`src/rtl/mac_pkg.sv`:
```
// Shared types and helpers for the MAC vector engine.
package mac_pkg;

    typedef enum logic [1:0] {
        StIdle,
        StRun,
        StDrain,
        StDone
    } mac_state_e;

    // Widest accumulator the bound helpers can describe.
    localparam int unsigned MaxAccW = 64;

    // Largest representable accumulator value for the given width and signedness.
    function automatic logic [MaxAccW-1:0] sat_max(input int unsigned acc_w,
                                                   input logic        is_signed);
        if (is_signed) begin
            return (MaxAccW'(1) << (acc_w - 1)) - MaxAccW'(1);
        end else if (acc_w >= MaxAccW) begin
            return '1;
        end else begin
            return (MaxAccW'(1) << acc_w) - MaxAccW'(1);
        end
    endfunction

    // Smallest representable accumulator value (bit pattern in acc_w bits).
    function automatic logic [MaxAccW-1:0] sat_min(input int unsigned acc_w,
                                                   input logic        is_signed);
        if (is_signed) begin
            return MaxAccW'(1) << (acc_w - 1);
        end else begin
            return '0;
        end
    endfunction

endpackage

```
`src/rtl/mac_mult_stage.sv`:
```
// Stage 1: registered signed/unsigned multiplier with a valid flag.
module mac_mult_stage
    import mac_pkg::*;
#(
    parameter int unsigned DATA_W = 8
) (
    input  logic                  clk,
    input  logic                  rst_n,
    input  logic                  ena,
    input  logic                  in_fire,
    input  logic                  is_signed,
    input  logic [DATA_W-1:0]     a,
    input  logic [DATA_W-1:0]     b,
    output logic [2*DATA_W-1:0]   prod,
    output logic                  prod_valid
);

    logic [2*DATA_W-1:0] a_ext;
    logic [2*DATA_W-1:0] b_ext;
    logic [2*DATA_W-1:0] prod_d;

    // Extend operands to full product width; the truncated product is then exact
    // for both signed and unsigned interpretations.
    always_comb begin
        a_ext  = {{DATA_W{is_signed & a[DATA_W-1]}}, a};
        b_ext  = {{DATA_W{is_signed & b[DATA_W-1]}}, b};
        prod_d = a_ext * b_ext;
    end

    // Capture a product per accepted beat; a bubble clears the valid flag.
    always_ff @(posedge clk or negedge rst_n) begin
        if (!rst_n) begin
            prod       <= '0;
            prod_valid <= 1'b0;
        end else if (ena) begin
            prod_valid <= in_fire;
            if (in_fire) begin
                prod <= prod_d;
            end
        end
    end

endmodule

```
`src/rtl/mac_vector_engine.sv`:
```
// Dot-product engine: accepts a job config, accumulates len operand products,
// then presents the result until it is taken.
module mac_vector_engine
    import mac_pkg::*;
#(
    parameter int unsigned DATA_W = 8,
    parameter int unsigned ACC_W  = 24,
    parameter int unsigned LEN_W  = 8
) (
    input  logic              clk,
    input  logic              rst_n,
    input  logic              ena,
    input  logic              cfg_valid,
    output logic              cfg_ready,
    input  logic [LEN_W-1:0]  cfg_len,
    input  logic              cfg_signed,
    input  logic              cfg_sat,
    input  logic              in_valid,
    output logic              in_ready,
    input  logic [DATA_W-1:0] in_a,
    input  logic [DATA_W-1:0] in_b,
    output logic              out_valid,
    input  logic              out_ready,
    output logic [ACC_W-1:0]  out_acc,
    output logic              out_ovf,
    output logic              busy
);

    localparam int unsigned ProdW = 2 * DATA_W;

    mac_state_e         state_q, state_d;
    logic [LEN_W-1:0]   len_cnt_q;
    logic               mode_signed_q;
    logic               mode_sat_q;
    logic [ACC_W-1:0]   acc_q;
    logic               ovf_q;

    logic               cfg_fire, in_fire, out_fire;
    logic [ProdW-1:0]   prod;
    logic               prod_valid;

    logic [ACC_W:0]     acc_ext, prod_ext, sum;
    logic               add_ovf;
    logic [ACC_W-1:0]   acc_max, acc_min, acc_nxt;

    assign cfg_fire = cfg_valid & cfg_ready;
    assign in_fire  = in_valid & in_ready;
    assign out_fire = out_valid & out_ready & ena;

    mac_mult_stage #(
        .DATA_W (DATA_W)
    ) u_mult (
        .clk        (clk),
        .rst_n      (rst_n),
        .ena        (ena),
        .in_fire    (in_fire),
        .is_signed  (mode_signed_q),
        .a          (in_a),
        .b          (in_b),
        .prod       (prod),
        .prod_valid (prod_valid)
    );

    // State register.
    always_ff @(posedge clk or negedge rst_n) begin
        if (!rst_n) begin
            state_q <= StIdle;
        end else if (ena) begin
            state_q <= state_d;
        end
    end

    // Next-state logic; DRAIN ends on the edge that accumulates the last product.
    always_comb begin
        state_d = state_q;
        unique case (state_q)
            StIdle: begin
                if (cfg_fire) begin
                    state_d = (cfg_len == '0) ? StDone : StRun;
                end
            end
            StRun: begin
                if (in_fire && len_cnt_q == LEN_W'(1)) begin
                    state_d = StDrain;
                end
            end
            StDrain: begin
                if (prod_valid) begin
                    state_d = StDone;
                end
            end
            StDone: begin
                if (out_fire) begin
                    state_d = StIdle;
                end
            end
            default: state_d = StIdle;
        endcase
    end

    // Handshake outputs; readies are gated by ena and held low during reset.
    always_comb begin
        cfg_ready = rst_n & ena & (state_q == StIdle);
        in_ready  = rst_n & ena & (state_q == StRun);
        out_valid = (state_q == StDone);
        busy      = (state_q != StIdle);
    end

    // Stage 2 adder: exact sum in ACC_W+1 bits, overflow detect and clamp.
    always_comb begin
        acc_ext  = {mode_signed_q & acc_q[ACC_W-1], acc_q};
        prod_ext = {{(ACC_W + 1 - ProdW){mode_signed_q & prod[ProdW-1]}}, prod};
        sum      = acc_ext + prod_ext;
        add_ovf  = mode_signed_q ? (sum[ACC_W] ^ sum[ACC_W-1]) : sum[ACC_W];
        acc_max  = ACC_W'(sat_max(ACC_W, mode_signed_q));
        acc_min  = ACC_W'(sat_min(ACC_W, mode_signed_q));
        acc_nxt  = sum[ACC_W-1:0];
        // Unsigned adds are non-negative, so unsigned overflow always clamps high.
        if (add_ovf && mode_sat_q) begin
            acc_nxt = (mode_signed_q && sum[ACC_W]) ? acc_min : acc_max;
        end
    end

    // Job config latch, beat counter, accumulator and sticky overflow.
    always_ff @(posedge clk or negedge rst_n) begin
        if (!rst_n) begin
            len_cnt_q     <= '0;
            mode_signed_q <= 1'b0;
            mode_sat_q    <= 1'b0;
            acc_q         <= '0;
            ovf_q         <= 1'b0;
        end else if (ena) begin
            if (cfg_fire) begin
                len_cnt_q     <= cfg_len;
                mode_signed_q <= cfg_signed;
                mode_sat_q    <= cfg_sat;
                acc_q         <= '0;
                ovf_q         <= 1'b0;
            end else begin
                if (prod_valid) begin
                    acc_q <= acc_nxt;
                    ovf_q <= ovf_q | add_ovf;
                end
                if (in_fire) begin
                    len_cnt_q <= len_cnt_q - LEN_W'(1);
                end
            end
        end
    end

    assign out_acc = acc_q;
    assign out_ovf = ovf_q;

endmodule

```
`config.mk`:
```
export PLATFORM = sky130hd
export DESIGN_NAME = mac_vector_engine
export DESIGN_NICKNAME = d
export VERILOG_FILES = /design/src/rtl/mac_pkg.sv /design/src/rtl/mac_mult_stage.sv /design/src/rtl/mac_vector_engine.sv
export SDC_FILE = /design/constraint.sdc
export NUM_CORES = 1
export LEC_CHECK = 0
export CAP_MARGIN = 10
export CELL_PAD_IN_SITES_DETAIL_PLACEMENT = 1
export CELL_PAD_IN_SITES_GLOBAL_PLACEMENT = 1
export CORE_ASPECT_RATIO = 0.7
export CORE_UTILIZATION = 30
export CTS_CLUSTER_DIAMETER = 100
export DETAILED_ROUTE_END_ITERATION = 10
export PLACE_DENSITY_LB_ADDON = 0.1
export SLEW_MARGIN = 40
export SYNTH_ARGS = -nofsm -noshare
export SYNTH_HDL_FRONTEND = slang
export SYNTH_SLANG_ARGS = --single-unit
```
`constraint.sdc`:
```
create_clock -name clk -period 10.8 [get_ports clk]
set_input_delay 1.08 -clock clk [delete_from_list [all_inputs] [get_ports clk]]
set_output_delay 1.08 -clock clk [all_outputs]
set_load 0.01 [all_outputs]
```
* Yosys cells after proc, flatten, opt, wreduce, memory -nomap -nowiden
Cells that the tools add are included.
Storage, ports and cells: bits in registers 54, output and inout bits 29
Cells by class: reductions and logical operators 13, $mul 1, equal/unequal tests 8, multiplexer cells 17, add/subtract/negate cells 2, bitwise gates (word level) 13
Operators with widths (number):
- $mux 24 | 6
- $add 25x25->25 | 1
- $mul 9x9->16 | 1
- $mux 8 | 2
- $and 1x1->1 | 11
- $mux 2 | 5
- $eq 8x1->1 const B | 1
- $logic_not 8->1 | 1
- $pmux 2 s4 | 1
- $reduce_and 2->1 | 4
- $sub 8x1->8 const B | 1
- $reduce_bool 2->1 | 3
- $reduce_and 5->1 | 1
- $eq 2x2->1 const B | 2
- $ne 2x1->1 const B | 2
- $ne 2x2->1 const B | 2
- $logic_and 1x1->1 | 3
- $mux 1 | 3
- $eq 2x1->1 const B | 1
- $logic_not 2->1 | 1
- $or 1x1->1 | 1
- $xor 1x1->1 | 1

* Depth between registers and ports, before layout
Gate-level depths: netlist of the first run.
depth in word-level cells 8, mapped depth 22

* Modules after synthesis
From an unflattened synthesis of the first run, not the netlist that was laid out.
Second synthesis, totals: cell total of the unflattened synthesis 719, area, all modules 6398.6 um^2
Modules (own cells, without submodules):
- mac_mult_stage | cells an instance 380, instances 1, area each 3425.8 um^2, seq. area each 425.4 um^2
- mac_vector_engine | cells an instance 339, instances 1, area each 2972.9 um^2, seq. area each 925.9 um^2

* Least setup slack after synthesis of the first run
No wires, ideal clock.
kind input to register, from input in_b[7], to register u_mult.prod[15], setup slack 4.829 ns, data arrival time 5.837 ns, cell stages on the path 20, required time 10.666 ns, setup time 0.134 ns, path through clkbuf_1 > nand2_1 > or2_2 > fa_1 > fa_1 > inv_1 > fa_1 > fa_1 > inv_1 > fa_1 > inv_1 > ha_1 > inv_1 > o21bai_1 > a21oi_1 > o21bai_1 > a21boi_0 > o21ai_0 > xnor2_1 > o21ai_0
Between the ends: cells in the longest elaborated chain, start to end 2
RTL lines:
- start: declaration | line mac_vector_engine.sv:21 | input logic [DATA_W-1:0] in_b,
- $and 1x1->1 | line mac_mult_stage.sv:26 | b_ext = {{DATA_W{is_signed & b[DATA_W-1]}}, b};
- $mul 9x9->16 (*) | line mac_mult_stage.sv:27 | prod_d = a_ext * b_ext;
- end signal: assignment | line mac_mult_stage.sv:38 | prod <= prod_d;
- end: declaration | line mac_mult_stage.sv:14 | output logic [2*DATA_W-1:0] prod,
Every way passes the cells marked *; elsewhere a longest branch is shown, timed or not. A chain may end at the register's enable or synchronous reset.

* Worst setup path after layout of the first run
Ends and elaborated chain as after synthesis.

==> results of run 1 <==
[kinds of logic after synthesis]
family / share of synthesized area (%)
flops: 21.81
simple gates: 14.90
compound gates: 15.77
mux: 0.3433
fa+ha+maj: 33.60
xor+xnor: 6.502
buf+inv: 7.068
[layout by cell type, fill, tap and decap left out, types with 2 or more instances in the layout]
master and count:
sky130_fd_sc_hd__xor2_1 15, sky130_fd_sc_hd__ha_1 64, sky130_fd_sc_hd__or3_1 4, sky130_fd_sc_hd__nor2_1 21
sky130_fd_sc_hd__or2_2 3, sky130_fd_sc_hd__nand3_1 7, sky130_fd_sc_hd__a211oi_1 3, sky130_fd_sc_hd__xnor2_1 31
sky130_fd_sc_hd__a21oi_1 30, sky130_fd_sc_hd__nor3_1 5, sky130_fd_sc_hd__nor4_1 5, sky130_fd_sc_hd__o21ai_2 3
sky130_fd_sc_hd__nor2b_1 4, sky130_fd_sc_hd__nand2b_1 5, sky130_fd_sc_hd__nand2_1 85, sky130_fd_sc_hd__o211ai_1 3
sky130_fd_sc_hd__clkbuf_16 5, sky130_fd_sc_hd__a21oi_2 2, sky130_fd_sc_hd__a22o_1 2, sky130_fd_sc_hd__clkdlybuf4s50_1 59
sky130_fd_sc_hd__inv_1 88, sky130_fd_sc_hd__o21bai_1 7, sky130_fd_sc_hd__a31oi_1 3, sky130_fd_sc_hd__o21ai_1 4
sky130_fd_sc_hd__a21o_1 8, sky130_fd_sc_hd__dfrtp_1 54, sky130_fd_sc_hd__and3_1 6, sky130_fd_sc_hd__a311o_1 3
sky130_fd_sc_hd__fa_1 64, sky130_fd_sc_hd__o21ai_0 32, sky130_fd_sc_hd__a211oi_2 2, sky130_fd_sc_hd__and2_1 40
sky130_fd_sc_hd__a221o_1 21, sky130_fd_sc_hd__nand4_1 2
[synthesized netlist by cell type, drive strengths merged, types with 20 or more instances]
master	instances
a21oi	32
a221o	21
and2	41
clkbuf	20
dfrtp	54
fa	64
ha	64
inv	88
nand2	86
nor2	21
o21ai	39
xnor2	31
[per-stage QoR]
| stage | total power, W | util, % | instance area (um2) | std cells |
|---|---|---|---|---|
| after floorplan | 0.001349 | - | 6196 | 670 |
| after global placement | 0.001693 | 35.18 | 7041 | 978 |
| after detailed placement | 0.001717 | 35.20 | 7044 | 978 |
| after CTS | 0.001936 | 36.06 | 7217 | 986 |
| after global routing | 0.002121 | 36.08 | 7222 | 986 |
| final | 0.001891 | 36.08 | 7222 | 986 |
[area by class of cell]
| type | instances | area (um2) | share of cell area, % |
|---|---|---|---|
| inverters | 88 | 330.3 | 4.574 |
| multi-input cells | 504 | 4415 | 61.14 |
| repair buffers | 62 | 614.3 | 8.507 |
| clock buffers | 5 | 125.1 | 1.733 |
| clock inverters | 3 | 47.55 | 0.6584 |
| well taps | 270 | 337.8 | 4.678 |
| flip-flops and latches | 54 | 1351 | 18.71 |
[per-layer routing]
| metal | wire (um) | vias to the layer above | share of wire (%) |
|---|---|---|---|
| met5 | 0 | - | 0 |
| met3 | 402 | 10 | 2.5 |
| met4 | 107 | 0 | 0.67 |
| met2 | 6950 | 58 | 44 |
| li1 | - | 2328 | - |
| met1 | 8482 | 2473 | 53 |
[worst min-delay path, stage by stage, from the launching register on]
cell                      delay, ps
sky130_fd_sc_hd__dfrtp_1        360
sky130_fd_sc_hd__nand2_1         60
sky130_fd_sc_hd__nand2_1         60
[worst max-delay path by stage]
stage | from | end | slack, ps | cells after the start
floorplan | in_b[7] | u_mult.prod[15]$_DFFE_PN0P_ | 4830 | 20
global placement | in_b[7] | u_mult.prod[15]$_DFFE_PN0P_ | 4020 | 20
detailed placement | in_b[7] | u_mult.prod[15]$_DFFE_PN0P_ | 3910 | 20
CTS | in_b[7] | u_mult.prod[15]$_DFFE_PN0P_ | 4220 | 20
global route | in_b[7] | u_mult.prod[15]$_DFFE_PN0P_ | 3840 | 20
finish | in_b[7] | u_mult.prod[15]$_DFFE_PN0P_ | 4290 | 20
[report_power, final]
part	switching, W	internal (W)	total (W)
Clock	0.0000844	0.000111	0.000195
Sequential	0.0000850	0.000287	0.000372
Combinational	0.000699	0.000625	0.00132
[sequential cells by signal (all words and copies together) (netlist names)]
signal	cells
len_cnt_q	8
mode_signed_q	1
u_mult.prod_valid	1
out_ovf	1
u_mult.prod	16
mode_sat_q	1
out_acc	24
state_q	2
==> summary.md, run 1 <==
The post-route minimum period is 6510 ps, and the proportion of synthesized flip-flops having asynchronous set or reset is 100.0%. For this run, the post-layout net count is 875. The path class of the tightest hold or removal check is flop to flop. For this run, design rule violations remaining after detail routing come to 0. After clock tree synthesis, the setup repair step added 0 buffers.

The tools report the number of antenna violations at the first check in global routing as 0. The logs give 5357 for the via count of the first global-routing pass and 670 for the synthesized instance count. The total congestion overflow after global routing came out at 0. At the worst endpoint, the required time is 10960 ps.

The die is 122.2 um tall. The final setup violation count was 0. The path with the worst hold slack has its endpoint at u_mult.prod[5]$_DFFE_PN0P_. In the final routed layout, each cell accounts on average for 16.17 um. The count of buffers added on input and output ports is 60.

Startpoint of the worst register-to-register path: mode_signed_q$_DFFE_PN0P_. For the total negative setup slack, the log shows 0 ps. For the peak supply drop, the log shows 110.1 uV.

The stage delay of the slowest cell on the critical path was 680 ps. Yosys mapped the design onto 53 distinct sky130hd cell types. In this run the critical register-to-register path is captured at u_mult.prod[15]$_DFFE_PN0P_. The initialized floorplan defines 43 standard-cell rows.

The global routing usage summed across all routing layers was 16.09%; the initial standard-cell utilization of the core was 30.96%. Clock skew on the completed layout was measured at 8.076 ps. The run gives 170 as the count of routing violations after the opening detailed-route iteration. After global routing, the most crowded layer is met2. The analysis attributes to cell leakage a power of 3.422 nW. TritonCTS built the clock tree. Yosys mapped a number of flops with a built-in enable equal to 0. Counting the buffers created by CTS gives 5. The kind of cell adding the most delay to the critical path was adder cells.

At the later pin of the worst-skew pair, clock insertion delay measures 300 ps. The depth of the worst hold-timing path was 2. Of the synthesized area, sequential elements account for 21.81%. The tree built by TritonCTS fans out to 54 sinks. Prior to clock tree synthesis, the placed netlist has a worst setup slack of 3914 ps.

The area share of the largest cell type after synthesis works out to 21.81%. The most repeated library cell on the critical path was sky130_fd_sc_hd__fa_1. The largest driver fanout on the critical path is 10, and the minimum setup slack in the final design is 4290 ps. Setup repair after global routing left no endpoint under its margin.

The power per standard cell area works out to 261.8 mW/mm2. The start point of the worst hold path was u_mult.prod[5]$_DFFE_PN0P_. Across all layers, the routed design uses 4869 vias. For this run, global-route usage on met3 was measured as 2.261%. The logs give 0 for the final count of hold timing violations and 0 for the number of max-capacitance violations reported. Summed over all instances, the cell type with the most area after synthesis is sky130_fd_sc_hd__dfrtp_1. In this run the standard cell core region covers 0.02001 mm2. The run gives 6670 ps as the arrival time at the worst endpoint. The signal on the critical path passes through clkdlybuf4s50_1 -> nand2_1 -> or2_2 -> fa_1 -> fa_1 -> inv_1 -> fa_1 -> fa_1 -> inv_1 -> fa_1 -> inv_1 -> ha_1 -> inv_1 -> o21bai_1 -> a21oi_1 -> o21bai_1 -> a21boi_0 -> o21ai_0 -> xnor2_1 -> o21ai_0. In this run the clock root is driven by a sky130_fd_sc_hd__clkbuf_16. The critical path is of the primary input to flop type. The global-route met1 utilization is 23.90%. Among all stages on the critical path, the largest delay is contributed by sky130_fd_sc_hd__clkdlybuf4s50_1. The capturing element type of the critical path was a flop. In this run the cell area of the synthesized design comes to 0.006196 mm2.

The logs give 2346 for the layout filler cell count and 15940 um for the routed wire length. The clock-pin slew on the worst setup and hold paths is 80 ps, and the measured slew at the worst slew-check pin is 613.0 ps. The die is 173.8 um wide. Final antenna diode count: 0. The final weighted congestion in routability-driven placement was 0.8308; the detailed-route vias per instance was 4.938. The number of buffers on the longest clock path was 2. For the detailed-routing iteration count for the pre-antenna-repair pass, the log shows 4. The run gives 0 as the count of synthesis-stage warnings from yosys. In this run, post-CTS hold repair placed 0 buffers. Static timing analysis puts the maximum clock frequency at 0.1536 GHz. In this run the mean area of a mapped cell was 9.248 um2.

The area growth from synthesis to layout is 16.56%. The post-synthesis net count is 830, and the share of post-route cells with drive strength above 1 is 4.050%. The worst path buffer plus inverter count is 5. Hold timing on the final database bottoms out at a slack of 504.9 ps. For this design the top-level I/O count stands at 61.

The flop-to-flop setup slack was 4980 ps. In the synthesized netlist the dominant register cell turns out to be sky130_fd_sc_hd__dfrtp_1. The logs give 25.42% for the global routing usage on met2 and 0 for the total of cells resized after clock tree synthesis. The relative max-transition margin came out at 59.13%.

After synthesis, the cell types taking the most area are sky130_fd_sc_hd__dfrtp_1, sky130_fd_sc_hd__fa_1, sky130_fd_sc_hd__ha_1. The nature of the critical path startpoint was a primary input. The number of cells on the worst reg-to-reg path is 19, and the pin count of the biggest net entering global routing is 55. The run finished with clean final reports.

After layout, the worst path uses 60.28% of the clock period. The die covers 0.02124 mm2. After legalization and detailed placement, the total HPWL measured 12850 um. Flip-flop and latch count after synthesis: 54. Number of max-slew violations in the final report: 0. Global-route wire length before repair: 27440 um.

The count of antenna-violating nets left after detailed routing is 0. The H-tree was split into 2 levels.
Power figures use the tool's default switching activity.
==> run 2, diff against run 1 <==
==> constraint.sdc (replaced) <==
create_clock -name clk -period 6.25 [get_ports clk]
set_input_delay 0.625 -clock clk [delete_from_list [all_inputs] [get_ports clk]]
set_output_delay 0.625 -clock clk [all_outputs]
set_load 0.01 [all_outputs]
==> summary.md, run 2 (synthesis results as in run 1) <==
The logs give 0 (unchanged) for the quantity of hold-fixing buffers added after cts and 50.41% (was 59.13%) for the relative max-transition margin. The number of buffers inserted by port buffering was 60 (unchanged); the number of primary I/O pins was 61 (unchanged). The tools report the capturing point of the worst reg2reg path as u_mult.prod[15]$_DFFE_PN0P_ (unchanged). The height of the chip is 122.2 um (unchanged), and the worst-case clock skew is 9.924 ps (was 8.076 ps). Setup repair after global routing left no endpoint under its margin. The tools report the library cell used as clock root buffer as sky130_fd_sc_hd__clkbuf_16 (unchanged).

The via count of the first global-routing pass is 5265 (was 5357). Commonest cells after routing, fill and taps aside: sky130_fd_sc_hd__inv_1, sky130_fd_sc_hd__nand2_1, sky130_fd_sc_hd__fa_1, sky130_fd_sc_hd__ha_1, sky130_fd_sc_hd__clkdlybuf4s50_1 (unchanged). The number of sinks handled by clock tree synthesis was 54 (unchanged); the power per standard cell area was 443.8 mW/mm2 (was 261.8 mW/mm2). The logs give 4854 (was 4869) for the via count and 3.451 nW (was 3.422 nW) for the static leakage. The total of cells resized after clock tree synthesis was 0 (unchanged). The number of cells on the worst reg-to-reg path came out at 19 (unchanged).

The arrival time at the worst endpoint is 5800 ps (was 6670 ps), and the total congestion overflow after global routing is 0 (unchanged). The initial standard-cell utilization of the core is 30.96% (unchanged). Detailed-route vias per instance: 4.873 (was 4.938).

For the flop-to-flop setup slack, the log shows 1010 ps (was 4980 ps). The run finished with clean final reports. Worst endpoint required time: 6400 ps (was 10960 ps).

The pin count of the biggest net entering global routing is 34 (was 55), and the number of max-capacitance violations reported is 0 (unchanged). The routed wire length came out at 15990 um (was 15940 um). Dividing the final minimum period by the clock period gives 90.33%. The count of antenna-violating nets left after detailed routing is 0 (unchanged). The area of the placeable core is 0.02001 mm2 (unchanged), and the number of levels in the clock H-tree is 2 (unchanged). The measured slew at the worst slew-check pin works out to 743.8 ps (was 613.0 ps).

TritonCTS built the clock tree. The global routing usage summed across all routing layers came out at 15.89% (was 16.09%). The final setup violation count is 0 (unchanged), and the number of flip-flops under the largest register name is 24 (unchanged).

The capturing element type of the critical path was a flop (unchanged). The width of the die is 173.8 um (unchanged). Average detailed-routed wire length per instance: 16.06 um (was 16.17 um). The run gives 884 (was 875) as the layout net count. For the post-route core utilization, the log shows 36.30% (was 36.08%). For the number of buffers on the longest clock path, the log shows 2 (unchanged).

Final weighted congestion in routability-driven placement: 0.7997 (was 0.8308). The clock latency at the later pin of the worst-skew pair is 300 ps (about the same), and the number of post-CTS setup repair buffers is 0 (unchanged). The synthesis-to-layout area growth was 17.27% (was 16.56%). The tools report the nature of the critical path startpoint as a primary input (unchanged). The count of routing violations after the opening detailed-route iteration is 170 (unchanged).

The detailed-routing iteration count for the pre-antenna-repair pass was 4 (unchanged). For the final count of hold timing violations, the log shows 0 (unchanged). The tools report the startpoint of the worst register-to-register path as mode_signed_q$_DFFE_PN0P_ (unchanged). The number of antenna violations at the first check in global routing is 0 (unchanged), and the layout filler cell count is 2327 (was 2346). The worst hold margin is 311.3 ps (was 504.9 ps). The total negative setup slack was 0 ps (unchanged); the number of remaining DRC errors was 0 (unchanged). The peak supply drop was 163.8 uV (was 110.1 uV). The count of standard-cell rows came out at 43 (unchanged).

Most common cell after layout, fill and taps aside: sky130_fd_sc_hd__inv_1 (unchanged). The share of post-route cells with drive strength above 1 is 5.103% (was 4.050%), and the post-DP HPWL is 13140 um (was 12850 um). Class of the tightest hold or removal check: primary input to asynchronous set/reset pin (was flop to flop).

Die footprint: 0.02124 mm2 (unchanged). Global-route wire length before repair: 27010 um (was 27440 um). Counting I/O delays and the setup requirement, the final critical path takes 5645 ps. The largest driver fanout on the critical path works out to 3 (was 10).

The number of max-slew violations in the final report is 0 (unchanged). The clock-pin slew on the worst setup and hold paths is 80 ps (about the same). Static timing analysis puts the maximum clock frequency at 0.1771 GHz. The number of clock buffers inserted by TritonCTS is 5 (unchanged). Critical path start-end classification: primary input to flop (unchanged).
run 2: cell count changes in the layout (fill, tap and decap cells not counted), sizes merged:
cell      delta
buf          +9
bufinv       -1
clkbuf       +1
clkinvlp     +1
diode        +1
inv          -1
run 2: how the worst max path moves through the flow:
stage                                   to  slack (ps)  startpoint  cells after the start
5_1_grt        u_mult.prod[15]$_DFFE_PN0P_         280     in_b[7]                     20
6_report       u_mult.prod[15]$_DFFE_PN0P_         600     in_b[7]                     20
4_1_cts        u_mult.prod[15]$_DFFE_PN0P_         530     in_b[7]                     20
3_3_place_gp   u_mult.prod[15]$_DFFE_PN0P_         350     in_b[7]                     20
2_1_floorplan  u_mult.prod[15]$_DFFE_PN0P_         730     in_b[7]                     20
3_5_place_dp   u_mult.prod[15]$_DFFE_PN0P_         230     in_b[7]                     20
run 2: metrics by stage:
stage | power (W) | cell area [um2] | setup WS (ps) | instances
2_1_floorplan | 0.002331 | 6196 | 733.7 | 670
3_3_place_gp | 0.002933 | 7108 | 346.4 | 987
3_5_place_dp | 0.002975 | 7109 | 233.9 | 987
4_1_cts | 0.003312 | 7261 | 527.6 | 995
5_1_grt | 0.003635 | 7263 | 275.5 | 995
6_report | 0.003224 | 7266 | 604.6 | 996
run 2: worst max-delay path: stages:
cell and delay (ps):
sky130_fd_sc_hd__clkdlybuf4s50_1 480, sky130_fd_sc_hd__nand2_1 120, sky130_fd_sc_hd__or2_2 310, sky130_fd_sc_hd__fa_1 510
sky130_fd_sc_hd__fa_1 550, sky130_fd_sc_hd__inv_1 50, sky130_fd_sc_hd__fa_1 500, sky130_fd_sc_hd__fa_1 540
sky130_fd_sc_hd__inv_1 50, sky130_fd_sc_hd__fa_1 490, sky130_fd_sc_hd__inv_1 40, sky130_fd_sc_hd__ha_1 270
sky130_fd_sc_hd__inv_1 100, sky130_fd_sc_hd__o21bai_1 110, sky130_fd_sc_hd__a21oi_1 160, sky130_fd_sc_hd__o21bai_1 100
sky130_fd_sc_hd__a21boi_0 310, sky130_fd_sc_hd__o21ai_0 180, sky130_fd_sc_hd__xnor2_1 170, sky130_fd_sc_hd__o21ai_0 100
run 2: final cells by class:
cell class / count / area, um2 / share of cell area (%)
clock inverters: 2 / 12.51 / 0.1722
repair buffers: 71 / 678.2 / 9.334
well taps: 270 / 337.8 / 4.650
multi-input cells: 504 / 4414 / 60.75
clock buffers: 6 / 138.9 / 1.911
flip-flops and latches: 54 / 1351 / 18.60
inverters: 88 / 330.3 / 4.546
diodes: 1 / 2.502 / 0.03444
run 2: routing by layer:
| layer | vias to the layer above | GRT usage (%) | wire [um] | part of all wire, % |
|---|---|---|---|---|
| li1 | 2345 | - | - | - |
| met1 | 2440 | 23.51 | 8392 | 52 |
| met2 | 63 | 25.07 | 7017 | 44 |
| met3 | 6 | 2.447 | 506 | 3.2 |
| met4 | 0 | 1.864 | 76 | 0.48 |
| met5 | - | 0 | 0 | 0 |
run 2: power by group:
part	leakage (nW)	internal [W]	total (W)	switching (W)
Clock	0.0729	0.000159	0.000296	0.000137
Combinational	2.68	0.00108	0.00230	0.00122
Sequential	0.694	0.000496	0.000630	0.000135
Total	3.45	0.00173	0.00322	0.00149
